File: src/rtl/pwm_pkg.sv
// ============================================================================
// Module      : pwm_pkg
// Description : Shared types and constants for the PWM compare unit.
// Revision    : 1.0 - initial release
// ============================================================================
`default_nettype none

package pwm_pkg;

    localparam int PWM_DEFAULT_MOD_VALUE = 32;

    // Counter width for a given modulus; duty values need one extra bit so
    // that a full-period duty (P) is representable.
    function automatic int pwm_cnt_width(input int mod_value);
        return (mod_value <= 2) ? 1 : $clog2(mod_value);
    endfunction

    localparam int PWM_DEFAULT_W = pwm_cnt_width(PWM_DEFAULT_MOD_VALUE);

    typedef logic [PWM_DEFAULT_W:0] duty_t;

    localparam int PWM_DUTY_RESET   = 0;
    localparam int PWM_MAX_DEADTIME = 15;

    // Run-length counter must be able to hold PWM_MAX_DEADTIME + 1.
    localparam int PWM_RUN_W = $clog2(PWM_MAX_DEADTIME + 2);

endpackage : pwm_pkg

`default_nettype wire

File: src/rtl/pwm_compare_unit_if.sv
// ============================================================================
// Module      : pwm_compare_unit_if
// Description : Valid/ready duty-update channel into the PWM compare unit.
// Revision    : 1.0 - initial release
// ============================================================================
`default_nettype none

interface pwm_compare_unit_if #(
    parameter int MOD_VALUE = 32
);

    localparam int W = $clog2(MOD_VALUE);

    logic [W:0] duty_in;
    logic       duty_valid;
    logic       duty_ready;

    modport master (
        output duty_in,
        output duty_valid,
        input  duty_ready
    );

    modport slave (
        input  duty_in,
        input  duty_valid,
        output duty_ready
    );

endinterface : pwm_compare_unit_if

`default_nettype wire

File: src/rtl/pwm_compare_unit_deadtime.sv
// ============================================================================
// Module      : pwm_deadtime
// Description : Dead-time insertion stage producing non-overlapping
//               complementary outputs from a raw compare result.
// Revision    : 1.0 - initial release
// ============================================================================
`default_nettype none

module pwm_deadtime
    import pwm_pkg::*;
#(
    parameter int DEADTIME = 2
) (
    input  wire logic clk,
    input  wire logic rst,
    input  wire logic raw,
    output logic      pwm_out,
    output logic      pwm_n_out
);

    localparam logic [PWM_RUN_W-1:0] c_RUN_MAX = PWM_RUN_W'(PWM_MAX_DEADTIME + 1);
    localparam logic [PWM_RUN_W-1:0] c_DEAD    = PWM_RUN_W'(DEADTIME);
    localparam logic [PWM_RUN_W-1:0] c_RUN_ONE = PWM_RUN_W'(1);

    logic                 r_raw_d;
    logic [PWM_RUN_W-1:0] r_run;
    logic                 r_pwm;
    logic                 r_pwm_n;
    logic                 w_level_change;

    assign w_level_change = raw ^ r_raw_d;

    // r_run counts consecutive samples equal to r_raw_d, including r_raw_d
    // itself; reset counts as a break so both sides restart their dead-time.
    always_ff @(posedge clk) begin
        if (!rst) begin
            r_raw_d <= 1'b0;
            r_run   <= '0;
            r_pwm   <= 1'b0;
            r_pwm_n <= 1'b0;
        end else begin
            r_raw_d <= raw;
            if (w_level_change) begin
                r_run <= c_RUN_ONE;
            end else if (r_run != c_RUN_MAX) begin
                r_run <= r_run + c_RUN_ONE;
            end
            r_pwm   <=  r_raw_d & (r_run > c_DEAD);
            r_pwm_n <= ~r_raw_d & (r_run > c_DEAD);
        end
    end

    assign pwm_out   = r_pwm;
    assign pwm_n_out = r_pwm_n;

endmodule : pwm_deadtime

`default_nettype wire

File: src/rtl/pwm_compare_unit.sv
// ============================================================================
// Module      : pwm_compare_unit
// Description : Registered PWM compare against an external down-count with a
//               shadowed duty register applied at the period boundary.
//               Optional dead-time stage enabled by PWM_DEADTIME_EN.
// Revision    : 1.0 - initial release
// ============================================================================
`default_nettype none

module pwm_compare_unit
    import pwm_pkg::*;
#(
    parameter int MOD_VALUE = 32
`ifdef PWM_DEADTIME_EN
   ,parameter int DEADTIME  = 2
`endif
   ,localparam int W        = $clog2(MOD_VALUE)
) (
    input  wire logic           clk,
    input  wire logic           rst,
    input  wire logic [W-1:0]   cnt_in,
    pwm_compare_unit_if.slave   duty_if,
    output logic                pwm_out,
`ifdef PWM_DEADTIME_EN
    output logic                pwm_n_out,
`endif
    output logic                period_start
);

    localparam logic [W:0] c_PERIOD     = {1'b1, {W{1'b0}}};
    localparam logic [W:0] c_DUTY_RESET = (W+1)'(PWM_DUTY_RESET);

    logic [W:0] r_duty_active;
    logic [W:0] r_shadow;
    logic       r_shadow_full;

    logic       w_boundary;
    logic       w_ready;
    logic       w_accept;
    logic       w_apply;
    logic       w_raw;
    logic [W:0] w_duty_clamped;
    logic [W:0] w_duty_eff;

    assign w_boundary     = &cnt_in;
    assign w_ready        = rst & ~r_shadow_full;
    assign w_accept       = duty_if.duty_valid & w_ready;
    assign w_apply        = w_boundary & r_shadow_full;
    assign w_duty_clamped = (duty_if.duty_in > c_PERIOD) ? c_PERIOD : duty_if.duty_in;

    // The boundary sample itself already uses the incoming duty, so a full
    // duty never shows a low glitch at the wrap.
    assign w_duty_eff     = w_apply ? r_shadow : r_duty_active;
    assign w_raw          = ({1'b0, cnt_in} < w_duty_eff);

    assign duty_if.duty_ready = w_ready;

    always_ff @(posedge clk) begin
        if (!rst) begin
            r_duty_active <= c_DUTY_RESET;
            r_shadow      <= c_DUTY_RESET;
            r_shadow_full <= 1'b0;
        end else if (w_apply) begin
            r_duty_active <= r_shadow;
            r_shadow_full <= 1'b0;
        end else if (w_accept) begin
            r_shadow      <= w_duty_clamped;
            r_shadow_full <= 1'b1;
        end
    end

`ifdef PWM_DEADTIME_EN
    logic r_period_d1;
    logic r_period_start;

    // period_start carries one extra stage to stay aligned with the
    // dead-time pipeline.
    always_ff @(posedge clk) begin
        if (!rst) begin
            r_period_d1    <= 1'b0;
            r_period_start <= 1'b0;
        end else begin
            r_period_d1    <= w_boundary;
            r_period_start <= r_period_d1;
        end
    end

    assign period_start = r_period_start;

    pwm_deadtime #(
        .DEADTIME  (DEADTIME)
    ) u_deadtime (
        .clk       (clk),
        .rst       (rst),
        .raw       (w_raw),
        .pwm_out   (pwm_out),
        .pwm_n_out (pwm_n_out)
    );
`else
    logic r_pwm;
    logic r_period_start;

    always_ff @(posedge clk) begin
        if (!rst) begin
            r_pwm          <= 1'b0;
            r_period_start <= 1'b0;
        end else begin
            r_pwm          <= w_raw;
            r_period_start <= w_boundary;
        end
    end

    assign pwm_out      = r_pwm;
    assign period_start = r_period_start;
`endif

endmodule : pwm_compare_unit

`default_nettype wire

File: src/flat_wrapper.sv
// flat-port wrapper written by rule: the top's interface ports become plain ports
module pwm_compare_unit_flat import pwm_pkg::*;
#(
    parameter int MOD_VALUE = 32

   ,localparam int W        = $clog2(MOD_VALUE)
)
  (clk, rst, cnt_in, pwm_out, period_start, duty_if_duty_in, duty_if_duty_valid, duty_if_duty_ready);
  pwm_compare_unit_if #(.MOD_VALUE(MOD_VALUE)) duty_if_i ();
  input  wire logic clk;
  input  wire logic rst;
  input  wire logic [W-1:0] cnt_in;
  output logic pwm_out;
  output logic period_start;
  input wire logic [$bits(duty_if_i.duty_in)-1:0] duty_if_duty_in;
  input wire logic [$bits(duty_if_i.duty_valid)-1:0] duty_if_duty_valid;
  output wire logic [$bits(duty_if_i.duty_ready)-1:0] duty_if_duty_ready;
  assign duty_if_i.duty_in = duty_if_duty_in;
  assign duty_if_i.duty_valid = duty_if_duty_valid;
  assign duty_if_duty_ready = duty_if_i.duty_ready;
  pwm_compare_unit #(.MOD_VALUE(MOD_VALUE)) u_core (.clk(clk), .rst(rst), .cnt_in(cnt_in), .duty_if(duty_if_i), .pwm_out(pwm_out), .period_start(period_start));
endmodule
File: config.mk
export PLATFORM = sky130hd
export DESIGN_NAME = pwm_compare_unit_flat
export DESIGN_NICKNAME = d
export VERILOG_FILES = /design/src/rtl/pwm_pkg.sv /design/src/rtl/pwm_compare_unit_if.sv /design/src/rtl/pwm_compare_unit_deadtime.sv /design/src/rtl/pwm_compare_unit.sv /design/src/flat_wrapper.sv
export SDC_FILE = /design/constraint.sdc
export NUM_CORES = 1
export LEC_CHECK = 0
export BUFFER_PORTS_ARGS = -buffer_cell sky130_fd_sc_hd__buf_4
export CORE_MARGIN = 5
export CORE_UTILIZATION = 53
export CTS_BUF_LIST = sky130_fd_sc_hd__clkbuf_16
export DETAILED_ROUTE_END_ITERATION = 8
export PLACE_DENSITY = 0.8
export SETUP_SLACK_MARGIN = 0.2
export SLEW_MARGIN = 40
export SYNTH_ARGS = -nofsm -noshare
export SYNTH_HDL_FRONTEND = slang
export SYNTH_SLANG_ARGS = --single-unit
File: constraint.sdc
create_clock -name clk -period 5.3 [get_ports clk]
set_input_delay 0.795 -clock clk [delete_from_list [all_inputs] [get_ports clk]]
set_output_delay 0.795 -clock clk [all_outputs]
set_load 0.05 [all_outputs]
==> qor.txt, run 1 <==
status -> completed
Syn Inst Count -> 70
PortBufs -> 16
Worst Path Required -> 4.51 ns
post_cts resized -> 0
EDFF count, synth -> 0
clock latency on the worst-skew pair -> 0.25 ns
area grow syn2layout -> 31.1%
Adder-Cell Fraction of Synth Area -> 0.0723
maximum VDD drop -> 0.194 mV
multiplexer share of the synthesized area -> 0.0723
final WL -> 1400 um
Synth area leaders -> dfxtp_1 (43%), ha_1 (7.2%), mux2i_1 (7.2%)
Critical Path Start Type -> input port
largest family of logic cells by synthesized area -> simple AND/OR/NAND/NOR gates
WL/cell -> 13.4 um
RSZ-0062 raised after global routing -> false
first-pass GRT wire length -> 2350 um
# diodes -> 0
PD cells -> 324 nW/um2
fmax -> 0.466 GHz
placed cell areas -> 827 um2
leading cell type in the layout, fill and taps excluded -> buf_4
Unique masters post-synth -> 23
CTS tree -> done
register clock-pin slew on the reported worst setup and hold paths -> 0.05 ns
final setup margin -> 3.15 ns
via count -> 561
Initial DRT Pass Iterations -> 3
Rows -> 13
Vias/cell -> 5.39
synth warn -> 0
Post CTS Setup Buffer Count -> 0
CP Class -> in2out
initial antenna violation count -> 0
syn_area_per_cell -> 9.88 um2
die height -> 46.1 um
clk buf depth -> 2
Slew Limit Fails -> 0
H-tree depth -> 1
vias in the first global route -> 598
core area -> 1270 um2
Die Span X -> 46.1 um
largest area contributor in the netlist -> dfxtp_1
Slew headroom -> 0.733
skew final -> 0.00306 ns
Slew @ Worst Pin -> 0.399 ns
post-synth top area share -> 0.434
initial drt markers -> 6
Post-layout nets -> 108
CTS Buf Count -> 3
layout cells sized above 1 -> 0.303
final critical-path required period -> 2.15 ns
mapped cell area -> 692 um2
Die Footprint -> 2130 um2
Compound-Gate Fraction of Synth Area -> 0.119
share of flip-flops with an asynchronous set or reset -> 0
Fin Hold WS -> 0.465 ns
Hold WC Path Type -> reg2reg
worst-path fanout max -> 16
DRC viols -> 0
fillcell total -> 109
Post-Synth Simple-Gate Area -> 0.297
gr usage total -> 0.162
Yosys reg bits -> 15
# clock sinks -> 15
metal1 wirelength -> 577 um
Place WS -> 2.97 ns
Final Hold Viols -> 0
Hold-fix buffers, CTS -> 0
most common flop cell mapped by yosys -> dfxtp_1
setup_tns -> 0 ns
CP arrival -> 1.35 ns
endpoint type of the worst setup path -> output port
uppermost layer routed -> met4
crit share post-route -> 0.405
count of final setup violators -> 0
antenna-violating nets left -> 0
I/O pin cnt -> 17
synthesized net count -> 88
global route overflow -> 0
metal2 WL -> 641 um
MaxCap Viol Count -> 0
maximum number of pins on one net before global-route repair -> 17
most frequent cells in the layout -> buf_4 (16), dfxtp_1 (15), nand2_1 (9)
sequential-to-total area share from yosys stat -> 0.434
HPWL after detailed placement -> 1020 um
P_leak -> 0.352 nW
WL met3 -> 130 um
Initial Util -> 0.545
clk root buf -> clkbuf_16
post-synthesis xor/xnor area fraction -> 0
GP Congestion -> 0.848
Final Cell Area -> 907 um2
## worst paths after layout
| check | from | to | slack (ns) | depth (start not counted) |
|---|---|---|---|---|
| min | u_core.r_shadow[2] | u_core.r_shadow[2] | 0.46 | 2 |
| min reg2reg | u_core.r_shadow[2] | u_core.r_shadow[2] | 0.46 | 2 |
| max | rst | duty_if_duty_ready | 3.15 | 3 |
| max reg2reg | u_core.r_shadow_full | u_core.pwm_out | 3.43 | 6 |
## routing by layer
metal | global-route usage | up-vias
met5 | 0 | -
met4 | 0.131 | 0
met3 | 0.0508 | 5
met2 | 0.275 | 19
met1 | 0.159 | 248
li1 | - | 289
## power breakdown
group	switching (mW)	total, mW	internal, mW
clock	0.0462	0.147	0.101
sequential	0.00196	0.118	0.116
combinational	0.0148	0.0289	0.0141
## critical path, stage by stage
cell and delay, ns:
buf_4 0.16, and2b_2 0.21, buf_4 0.18
## synth_stat cells (2+ instances only)
cell type / n
dfxtp_1: 15
nand2_1: 9
a21boi_0: 6
nor2b_1: 6
mux2i_1: 5
nand3b_1: 5
ha_1: 4
nand3_1: 3
nand3_2: 2
nor2_1: 2
## cells by family after synthesis
| kind of cell | after synthesis |
|---|---|
| and+or+nand+nor | 34 |
| adders and majority gates | 4 |
| DFF | 15 |
| muxes | 5 |
| AOI/OAI and AO/OA | 11 |
| buffers and inverters | 1 |
## area by class of cell
cell class / instances / area [um2] / area share
Timing Repair Buffer: 16 / 120 / 0.132
Tap cell: 15 / 18.8 / 0.0207
Clock buffer: 3 / 75.1 / 0.0828
Clock inverter: 1 / 5.00 / 0.00552
Multi-Input combinational cell: 54 / 388 / 0.428
Sequential cell: 15 / 300 / 0.331
## state kept, by name, indices dropped and copies added (netlist names)
register and flops:
u_core.r_duty_active 6, u_core.pwm_out 1, u_core.period_start 1, u_core.r_shadow_full 1, u_core.r_shadow 6
## per-stage QoR
step / power [mW] / util / std cells
floorplan: 0.135 / - / 70
global placement: 0.148 / 0.652 / 100
detailed placement: 0.149 / 0.652 / 100
CTS: 0.296 / 0.715 / 104
global route: 0.304 / 0.715 / 104
finish: 0.294 / 0.715 / 104
Power figures use the tool's default switching activity.
==> run 2, diff against run 1 <==
--- a/config.mk
+++ b/config.mk
@@ -7,10 +7,10 @@
 export LEC_CHECK = 0
 export BUFFER_PORTS_ARGS = -buffer_cell sky130_fd_sc_hd__buf_4
 export CORE_MARGIN = 5
-export CORE_UTILIZATION = 53
+export CORE_UTILIZATION = 49
 export CTS_BUF_LIST = sky130_fd_sc_hd__clkbuf_16
 export DETAILED_ROUTE_END_ITERATION = 8
-export PLACE_DENSITY = 0.8
+export PLACE_DENSITY = 0.75
 export SETUP_SLACK_MARGIN = 0.2
 export SLEW_MARGIN = 40
 export SYNTH_ARGS = -nofsm -noshare
==> constraint.sdc (replaced) <==
create_clock -name clk -period 2.2 [get_ports clk]
set_input_delay 0.33 -clock clk [delete_from_list [all_inputs] [get_ports clk]]
set_output_delay 0.33 -clock clk [all_outputs]
set_load 0.05 [all_outputs]
==> run 2 against run 1 <==
Against the previous run:
- critical path depth is 3 higher
- sequential power is 140% higher
- first-iteration DRC count is 17% lower
- total power is 140% higher
- non-clock buffer count stayed put
- core utilization is 2.5 points lower
- worst setup slack worse by 2.8 ns
- sequential share of layout area is 0.091 points lower
- clock-buffer cell count stayed put
- largest cell class unchanged
- largest power group unchanged
- highest routed layer unchanged
==> qor.txt, run 2 (synthesis gave the netlist of run 1 again) <==
status -> completed
Initial Util -> 0.525 (-0.0202)
CP Class -> reg2reg
Initial DRT Pass Iterations -> 4 (+1)
core area -> 1320 um2 (+3.8%)
CTS tree -> done
global route overflow -> 0 (unchanged)
Die Footprint -> 2260 um2 (+6.4%)
setup_tns -> 0 ns (unchanged)
gr usage total -> 0.153 (-0.00899)
die height -> 47.6 um (+3.1%)
PD cells -> 763 nW/um2 (+140%)
CP arrival -> 1.99 ns (+0.64 ns)
biggest regs -> u_core.r_duty_active (6), u_core.r_shadow (6)
post_cts resized -> 0 (unchanged)
P_leak -> 0.354 nW (+0.59%)
Slew @ Worst Pin -> 0.373 ns (-0.0266 ns)
maximum number of pins on one net before global-route repair -> 17 (unchanged)
count of final setup violators -> 0 (unchanged)
Worst Path Required -> 2.33 ns (-2.18 ns)
WL/cell -> 13.7 um (+2.0%)
endpoint type of the worst setup path -> flip-flop
Hold-fix buffers, CTS -> 0 (unchanged)
final critical-path required period -> 1.86 ns
RSZ-0062 raised after global routing -> false
# clock sinks -> 15 (unchanged)
clk root buf -> clkbuf_16
MaxCap Viol Count -> 0 (unchanged)
Rows -> 13 (unchanged)
clock latency on the worst-skew pair -> 0.24 ns (about the same)
clk buf depth -> 2 (unchanged)
final WL -> 1430 um (+2.0%)
Final Hold Viols -> 0 (unchanged)
Die Span X -> 47.6 um (+3.1%)
layout cells sized above 1 -> 0.303 (unchanged)
fmax -> 0.536 GHz
most frequent cells in the layout -> buf_4 (16), dfxtp_1 (15), nand2_1 (9)
maximum VDD drop -> 0.405 mV (+110%)
# diodes -> 0 (unchanged)
Post-layout nets -> 108 (unchanged)
worst-path fanout max -> 6 (-10)
Hold WC Path Type -> in2reg
HPWL after detailed placement -> 1000 um (-2.2%)
vias in the first global route -> 565 (-5.5%)
H-tree depth -> 1 (unchanged)
DRC viols -> 0 (unchanged)
initial drt markers -> 5 (-1)
antenna-violating nets left -> 0 (unchanged)
register clock-pin slew on the reported worst setup and hold paths -> 0.05 ns (about the same)
post-route core utilization -> 0.690 (-0.0246)
Vias/cell -> 5.38 (-0.36%)
GP Congestion -> 0.809 (-4.6%)
first-pass GRT wire length -> 2370 um (+0.60%)
Slew headroom -> 0.751 (+0.0178)
CTS Buf Count -> 3 (unchanged)
area grow syn2layout -> 31.5%
initial antenna violation count -> 0 (unchanged)
PortBufs -> 16 (unchanged)
leading cell type in the layout, fill and taps excluded -> buf_4
I/O pin cnt -> 17 (unchanged)
crit share post-route -> 0.848
Critical Path Start Type -> flip-flop
skew final -> 0.000809 ns (-0.00225 ns)
via count -> 559 (-0.36%)
Slew Limit Fails -> 0 (unchanged)
Post CTS Setup Buffer Count -> 0 (unchanged)
[run 2: changes by cell type in the layout (fill, tap and decap cells not counted)]
cell	before	now
mux2i_1	5	4
mux2i_2	0	1
clkinv_2	1	0
inv_1	0	1
[run 2: critical path: stages, from the launching register on]
cell	delay, ns
dfxtp_1	0.41
nand3_2	0.14
nor2_4	0.23
mux2i_1	0.28
ha_1	0.21
o2111ai_1	0.14
o311a_1	0.36
[run 2: per-stage QoR]
| stage | total power, mW | hold slack [ns] | setup WS, ns | cells | instance area, um2 |
|---|---|---|---|---|---|
| after global placement | 0.358 | 0.455 | 0.326 | 100 | 827 |
| after CTS | 0.701 | 0.343 | 0.349 | 104 | 906 |
| after global routing | 0.720 | 0.353 | 0.207 | 104 | 910 |
| final | 0.694 | 0.344 | 0.335 | 104 | 910 |
| after detailed placement | 0.359 | 0.463 | 0.298 | 100 | 827 |
| after floorplan | 0.325 | 0.441 | 0.538 | 70 | 692 |
[run 2: power breakdown]
part           internal, mW  total [mW]  switching, mW  leakage [nW]
logic                0.0341      0.0693         0.0352         0.190
registers             0.280       0.285        0.00529         0.122
clock network         0.240       0.340          0.100        0.0423
[run 2: layout make-up]
| type | instances | area, um2 |
|---|---|---|
| Fill cell | 118 | 408 |
| Multi-Input combinational cell | 54 | 392 |
| Sequential cell | 15 | 300 |
| Timing Repair Buffer | 16 | 120 |
| Clock buffer | 3 | 75.1 |
| Tap cell | 15 | 18.8 |
| Clock inverter | 1 | 3.75 |
[run 2: path summary, 6_finish.rpt]
path	startpoint	end	slack, ns	cells after the start
hold reg to reg	u_core.r_shadow[1]	u_core.r_shadow[1]	0.47	2
hold / removal	duty_if_duty_valid	u_core.r_shadow_full	0.34	3
setup / recovery	u_core.r_shadow_full	u_core.pwm_out	0.34	6
setup reg to reg	u_core.r_shadow_full	u_core.pwm_out	0.34	6
[run 2: routing by layer]
| metal | global-route usage | vias up | part of all wire |
|---|---|---|---|
| met5 | 0 | - | 0 |
| met3 | 0.0376 | 4 | 0.079 |
| met2 | 0.243 | 21 | 0.46 |
| met4 | 0.102 | 0 | 0.025 |
| li1 | - | 285 | - |
| met1 | 0.181 | 249 | 0.43 |
